<file path="config.mk">
export PLATFORM = sky130hd
export DESIGN_NAME = fb_access_arbiter
export DESIGN_NICKNAME = d
export VERILOG_FILES = /design/src/rtl/fb_access_arbiter.sv
export SDC_FILE = /design/constraint.sdc
export NUM_CORES = 1
export LEC_CHECK = 0
export BUFFER_PORTS_ARGS = -buffer_cell sky130_fd_sc_hd__buf_2
export CAP_MARGIN = 0
export CORE_AREA = 2 2 100 102
export DETAILED_ROUTE_END_ITERATION = 12
export DIE_AREA = 0 0 102 104
export PLACE_DENSITY = 0.73
export SYNTH_ARGS = -nofsm -noshare
export SYNTH_HDL_FRONTEND = slang
export SYNTH_SLANG_ARGS = --single-unit
</file>
<file path="constraint.sdc">
create_clock -name clk_pix -period 7.4 [get_ports clk_pix]
set_clock_uncertainty 0.15 [all_clocks]
set_input_delay 1.11 -clock clk_pix [delete_from_list [all_inputs] [get_ports clk_pix]]
set_output_delay 1.11 -clock clk_pix [all_outputs]
set_load 0.02 [all_outputs]
</file>
<file path="src/rtl/fb_access_arbiter.sv">
// fb_access_arbiter
//   Shares the single framebuffer random-access port between NUM_REQ masters (CPU, rasterizer,
//   blitter) on the clk_pix domain. Arbitration is round-robin. A master may lock the grant for up
//   to MAX_LOCK_BEATS consecutive accesses to cover read-modify-write bursts.
//
// Ports
//   clk_pix          pixel clock, the only clock
//   reset_n_i        asynchronous active-low reset
//   req_sel_i        per-master request, held until that master's req_ack_o pulse
//   req_wr_i         per-master write (1) / read (0)
//   req_lock_i       per-master request to keep the grant for the next access
//   req_mask_i       per-master mask, slice [4*i+:4]
//   req_address_i    per-master address, slice [24*i+:24]
//   req_data_in_i    per-master write data, slice [16*i+:16]
//   req_ack_o        one-cycle completion pulse to the granted master
//   req_data_out_o   read data latched at fb_ack_i, valid while req_ack_o pulses
//   fb_sel_o         framebuffer select, dropped combinationally in the ack cycle
//   fb_wr_o          framebuffer write enable
//   fb_mask_o        framebuffer mask
//   fb_address_o     framebuffer address
//   fb_data_in_o     framebuffer write data
//   fb_ack_i         framebuffer completion pulse
//   fb_data_out_i    framebuffer read data, valid with fb_ack_i
//   busy_o           high whenever the FSM is not idle
//   grant_idx_o      index of the current or last granted master
module fb_access_arbiter #(
  parameter int unsigned NUM_REQ        = 2,
  parameter int unsigned MAX_LOCK_BEATS = 4
) (
  input  logic                    clk_pix,
  input  logic                    reset_n_i,
  input  logic [NUM_REQ-1:0]      req_sel_i,
  input  logic [NUM_REQ-1:0]      req_wr_i,
  input  logic [NUM_REQ-1:0]      req_lock_i,
  input  logic [4*NUM_REQ-1:0]    req_mask_i,
  input  logic [24*NUM_REQ-1:0]   req_address_i,
  input  logic [16*NUM_REQ-1:0]   req_data_in_i,
  output logic [NUM_REQ-1:0]      req_ack_o,
  output logic [15:0]             req_data_out_o,
  output logic                    fb_sel_o,
  output logic                    fb_wr_o,
  output logic [3:0]              fb_mask_o,
  output logic [23:0]             fb_address_o,
  output logic [15:0]             fb_data_in_o,
  input  logic                    fb_ack_i,
  input  logic [15:0]             fb_data_out_i,
  output logic                    busy_o,
  output logic [2:0]              grant_idx_o
);

  localparam int unsigned CntW = (MAX_LOCK_BEATS > 1) ? $clog2(MAX_LOCK_BEATS) : 1;

  typedef enum logic [1:0] {StIdle, StIssue, StAck} state_e;

  state_e            state_q;
  logic [2:0]        rr_q;
  logic [2:0]        grant_q;
  logic              lock_hold_q;
  logic [CntW-1:0]   lock_cnt_q;
  logic              wr_q;
  logic [3:0]        mask_q;
  logic [23:0]       addr_q;
  logic [15:0]       wdata_q;
  logic [15:0]       rdata_q;

  // Padded to 8 so the 3-bit grant index can address them for any NUM_REQ.
  logic [7:0]        sel_pad;
  logic [7:0]        lock_pad;
  logic [3:0]        cand_sum;
  logic [2:0]        rr_winner;
  logic              rr_found;
  logic              use_lock;
  logic [2:0]        winner;
  logic [2:0]        rr_next;
  logic              win_wr;
  logic [3:0]        win_mask;
  logic [23:0]       win_addr;
  logic [15:0]       win_data;

  assign sel_pad  = 8'(req_sel_i);
  assign lock_pad = 8'(req_lock_i);

  // First requester at or after the round-robin pointer, wrapping modulo NUM_REQ.
  always_comb begin
    rr_winner = rr_q;
    rr_found  = 1'b0;
    cand_sum  = '0;
    for (int i = 0; i < NUM_REQ; i++) begin
      cand_sum = {1'b0, rr_q} + 4'(i);
      if (cand_sum >= 4'(NUM_REQ)) begin
        cand_sum = cand_sum - 4'(NUM_REQ);
      end
      if (!rr_found && sel_pad[cand_sum[2:0]]) begin
        rr_found  = 1'b1;
        rr_winner = cand_sum[2:0];
      end
    end
  end

  assign use_lock = lock_hold_q && sel_pad[grant_q];
  assign winner   = use_lock ? grant_q : rr_winner;
  assign rr_next  = (grant_q == 3'(NUM_REQ - 1)) ? 3'd0 : grant_q + 3'd1;

  // Request fields of the winner, captured on the grant.
  always_comb begin
    win_wr   = 1'b0;
    win_mask = '0;
    win_addr = '0;
    win_data = '0;
    for (int i = 0; i < NUM_REQ; i++) begin
      if (winner == 3'(i)) begin
        win_wr   = req_wr_i[i];
        win_mask = req_mask_i[4*i +: 4];
        win_addr = req_address_i[24*i +: 24];
        win_data = req_data_in_i[16*i +: 16];
      end
    end
  end

  always_ff @(posedge clk_pix or negedge reset_n_i) begin
    if (!reset_n_i) begin
      state_q     <= StIdle;
      rr_q        <= '0;
      grant_q     <= '0;
      lock_hold_q <= 1'b0;
      lock_cnt_q  <= '0;
      wr_q        <= 1'b0;
      mask_q      <= '0;
      addr_q      <= '0;
      wdata_q     <= '0;
      rdata_q     <= '0;
    end else begin
      unique case (state_q)
        StIdle: begin
          if (|req_sel_i) begin
            grant_q <= winner;
            wr_q    <= win_wr;
            mask_q  <= win_mask;
            addr_q  <= win_addr;
            wdata_q <= win_data;
            state_q <= StIssue;
            // A lock whose owner stopped requesting is abandoned.
            if (!use_lock) begin
              lock_hold_q <= 1'b0;
              lock_cnt_q  <= '0;
            end
          end
        end
        StIssue: begin
          if (fb_ack_i) begin
            rdata_q <= fb_data_out_i;
            state_q <= StAck;
          end
        end
        StAck: begin
          state_q <= StIdle;
          if (lock_pad[grant_q] && (int'(lock_cnt_q) < int'(MAX_LOCK_BEATS) - 1)) begin
            lock_hold_q <= 1'b1;
            lock_cnt_q  <= lock_cnt_q + 1'b1;
          end else begin
            lock_hold_q <= 1'b0;
            lock_cnt_q  <= '0;
            rr_q        <= rr_next;
          end
        end
        default: state_q <= StIdle;
      endcase
    end
  end

  always_comb begin
    req_ack_o = '0;
    for (int i = 0; i < NUM_REQ; i++) begin
      req_ack_o[i] = (state_q == StAck) && (grant_q == 3'(i));
    end
  end

  // Gated by fb_ack_i so the framebuffer never sees sel high in its own ack cycle.
  assign fb_sel_o       = (state_q == StIssue) && !fb_ack_i;
  assign fb_wr_o        = wr_q;
  assign fb_mask_o      = mask_q;
  assign fb_address_o   = addr_q;
  assign fb_data_in_o   = wdata_q;
  assign req_data_out_o = rdata_q;
  assign busy_o         = (state_q != StIdle);
  assign grant_idx_o    = grant_q;

endmodule

</file>
Yosys cells after proc, flatten, opt, wreduce, memory -nomap -nowiden --
Index checks and enable logic that the tools add are counted.
Word-level totals: output and inout port bits 68, register bits 72, logic and storage cells 82, input port bits 113
Cells by class: $add $sub $neg 5, bitwise operators 1, reductions and logical operators 19, equal/unequal tests 7, order comparisons 6, mux-type cells 34
Operators by type and width (count):
- 2-to-1 mux 24 bit | 2
- 2-to-1 mux 16 bit | 2
- 2-to-1 mux 3 bit | 6
- binary-select mux 1 bit (select 3 bit) | 4
- less-than comparator 3 x 4 -> 1 bit, second input constant | 3
- 2-to-1 mux 1 bit | 10
- 2-to-1 mux 2 bit | 5
- 2-to-1 mux 4 bit | 2
- one-hot mux 2 bit (2 select lines) | 2
- AND reduction 2 bit | 4
- == test 3 x 1 -> 1 bit, second input constant | 2
- logical AND 1 bit | 6
- logical NOT 3 bit | 2
- inequality test 2 bit, second input constant | 3
- subtractor 3 x 2 -> 3 bit, second input constant | 2
- adder 3 x 1 -> 4 bit, second input constant | 1
- greater-or-equal comparator 4 x 2 -> 1 bit, second input constant | 1
- nonzero test 2 bit | 2
- adder 3 x 1 -> 3 bit, second input constant | 1
- greater-or-equal comparator 3 x 2 -> 1 bit, second input constant | 1
- AND reduction 3 bit | 1
- adder 2 x 1 -> 2 bit, second input constant | 1
- == test 2 x 1 -> 1 bit, second input constant | 1
- == test 2 bit, second input constant | 1
- 6 further kinds | 7

Logic depth before layout (Yosys ltp) --
depth in word-level cells 12, depth in mapped cells 9, depth with buffers taken out 8

Least setup slack after synthesis --
OpenSTA, ideal clock, no wires.
kind input port to output port, start input fb_ack_i, end output fb_sel_o, buffers on the path 0, path slack 4.482 ns, cell stages on the path 1, arrival time 1.658 ns, cell sequence nor3b_1
On the way: cells in the longest elaborated chain, start to end 2
Ends and longest elaborated chain:
- from (decl) | RTL line 45 | input logic fb_ack_i,
- logical NOT 1 bit | RTL line 179 | assign fb_sel_o = (state_q == StIssue) && !fb_ack_i;
- logical AND 1 bit | RTL line 179
- to (decl) | RTL line 40 | output logic fb_sel_o,
Every way passes these cells.

Worst setup path after layout --
start input req_sel_i[0], end register wr_q (netlist: fb_wr_o)
On the way: cells in the longest elaborated chain, start to end 10, elaborated cells on any way between the ends 19, those cells by class 1 x eq/ne; 12 x mux; 6 x reduce/logical
Ends and longest elaborated chain:
- from (decl) | RTL line 32 | input logic [NUM_REQ-1:0] req_sel_i,
- binary-select mux 1 bit (select 3 bit) | RTL line 93 | if (!rr_found && sel_pad[cand_sum[2:0]]) begin
- 2-to-1 mux 1 bit (implied by the code) | RTL line 93
- 2-to-1 mux 1 bit | RTL line 93
- logical NOT 1 bit | RTL line 93
- logical AND 1 bit | RTL line 93
- 2-to-1 mux 3 bit | RTL line 93
- 2-to-1 mux 3 bit | RTL line 101 | assign winner = use_lock ? grant_q : rr_winner;
- logical NOT 3 bit | RTL line 111 | if (winner == 3'(i)) begin
- 2-to-1 mux 1 bit (2 in a row) | RTL line 111
- to (signal assigned) | RTL line 137 | wr_q <= win_wr;
- to (decl) | RTL line 60 | logic wr_q;
Several ways; a longest one is shown, not always the timed one. The select of a mux whose other input is x is not followed. A chain may end at the register's enable or synchronous reset.

==> impl_results.md <==
* Vias in the first global route at around 4000
* Chip Width at between 100 and 150 um
* IO buf count at 180
* Distinct cells, synth at 43
* Clock Pin Slew Worst Setup and Hold Paths at ~0.080 ns
* Pleak at between 2 and 3 nW
* WP data required at roughly 7.5 ns
* Tcrit/Tclk final at between 40 and 50%
* First-pass GRT wire length at approximately 19 mm
* Post-DP HPWL at between 7 and 8 mm
* Util after Layout at 55.2%
* WL final at 11.8 mm
* Syn nets at between 500 and 600
* Unrepaired setup endpoints after global routing: no
* Initial antenna violation count at 0
* Total die area at 10600 um2
* Maximum vdd ir drop at 0.000225 V
* Most common cell after layout, fill and taps aside: buf_2
* Largest net degree at the start of global routing at 73
* Post-cts resize count at 0
* CTS H-tree lvls at 3
* Via count at between 3000 and 4000
* Ant diodes at 0
* Max FO, Critical Path at 49
* Root buffer cell: clkbuf_8
* Hold_buf cts at 0
* Register area share after synthesis at between 40 and 50%
* CTS tree: built
* Worst hold path type: flop to flop
* Remaining global-route overflow at 0
* Post-synth EDFFs at 0
* I/O pin count at between 150 and 200
* Tmin final at 3.40 ns
* Syn Inst Count at roughly 410
* Die Ht at ~100 um
* Via density at about 5.7
* Worst hold margin at between 0.3 and 0.4 ns
* Clock sinks at 72
* Mapped cell area at ~4200 um2
* Worst Setup Start Kind: input port
* Status: finished clean
* Layout cells sized above 1 at about 44%
* Syn-to-layout area delta at 26.7%
* Post-CTS setup buffers at 0
* Maxcap violations at 0
* DR pass1 iterations at 4
* Arr. time, crit path at about 3.5 ns
* Final Hold Viols at 0
* Highest-count cells in the layout ignoring fill and taps: buf_2, dfrtp_1, nand2_1
* Core Region at 9550 um2
* NumNets Final at 682
* Number of CTS-inserted buffers at 9
* Crit. End Element: flop
* Number of DRC markers in iteration 0 at 154
* Synth Flop Type: dfrtp_1
* Remaining DRCs at 0
* Final setup TNS at 0 ns
* Fill cells at 850
* Synth async-reset ratio at 100%
* Synth warn at 0
* Setup violators final at 0
* Slew margin rel. at ~14%
* CTS Buffer Depth at 2
* Starting density of the core at ~44%
* Total power at ~2.2 mW
* R2r setup slk at between 4 and 5 ns
* PD cells at roughly 420 nW/um2
* Drt wl/cell at around 17 um
* Max Freq at around 300 MHz
* Slew @ Worst Pin at 1.29 ns
* Yosys reg bits at a little over 70
* RePlAce Congestion at 0.820
* Avg Synthesized Cell Area at 10.2 um2
* WS Path Type: input port to flop
* # rows at 36
* Antenna-violating nets left at 0
* Gr usage total at 22.6%
* Clock Latency Late Sink at around 0.35 ns
* Pins over their slew limit at 0
final timing paths:
path | start | to | cells past startpoint
max | req_sel_i[0] | fb_wr_o | 6
min | req_data_out_o[12] | req_data_out_o[12] | 2
max reg2reg | rr_q[0] | fb_wr_o | 7
min reg2reg | req_data_out_o[12] | req_data_out_o[12] | 2
max in group asynchronous | reset_n_i | req_data_out_o[2] | 1
min in group asynchronous | reset_n_i | fb_address_o[11] | 1
logic make-up after synthesis:
family                     share of synthesized area, %
DFF                                                43.3
xor gates and xnor gates                          0.631
adders and majority gates                         0.902
buffers and inverters                              4.93
muxes                                              1.47
AOI/OAI and AO/OA                                  32.7
and+or+nand+nor                                    16.1
power by group:
group          internal [mW]  leakage (nW)  switching [mW]
combinational          0.438          1.47           0.803
sequential             0.544         0.929           0.114
clock                  0.166         0.102           0.159
layout make-up:
type	count	area [um2]	area share [%]
multi-input combinational	298	2170	41.1
sequential	72	1800	34.2
timing repair buffer	182	918	17.4
tap	133	166	3.16
clock buffer	10	138	2.61
clock inverter	6	68.8	1.30
inverter	3	11.3	0.214
through the flow:
stage	instance area, um2	setup WS (ns)	instances
6_report	5270	4.00	704
5_1_grt	5270	3.84	704
4_1_cts	5270	4.05	704
3_3_place_gp	5070	3.77	688
3_5_place_dp	5070	3.66	688
2_1_floorplan	4160	4.48	408
synth_stat cells, types with 2 or more instances:
cell       n  share of area (%)
or2_2      2               0.30
nor2_1     7               0.63
and2_1    46                6.9
xor2_1     2               0.42
nor4_1     2               0.30
o21ai_1    6               0.72
mux2i_1    5                1.2
a21oi_4    2               0.78
o21ai_0    4               0.48
buf_6      5                1.4
nand2b_1   2               0.30
dfrtp_1   72                 43
and3_1     2               0.30
nand2_1   60                5.4
a311oi_4   2                1.3
inv_1      2               0.18
a21oi_1    4               0.48
o21ai_2   40                8.4
a221oi_1  45                9.5
buf_2     20                2.4
clkbuf_1   9               0.81
a32oi_1   45                9.5
ha_1       3               0.90
nor2b_1    2               0.30
critical path: stages:
cell	delay, ns
buf_2	0.14
nor2_1	0.08
or2_2	0.65
a21oi_4	1.12
a32oi_1	0.29
o21ai_2	0.11
registers in the layout (all words and copies together) (netlist names):
signal / cells
fb_mask_o: 4
grant_idx_o: 3
rr_q: 3
lock_cnt_q: 2
state_q: 2
req_data_out_o: 16
fb_wr_o: 1
lock_hold_q: 1
fb_address_o: 24
fb_data_in_o: 16
metal layers:
layer | wire, um | track usage [%]
met1 | 4960 | 28.0
met2 | 5690 | 38.0
met3 | 943 | 5.51
met4 | 164 | 7.81
met5 | 0 | 0
Note: power is estimated with default switching activity, not from simulation.
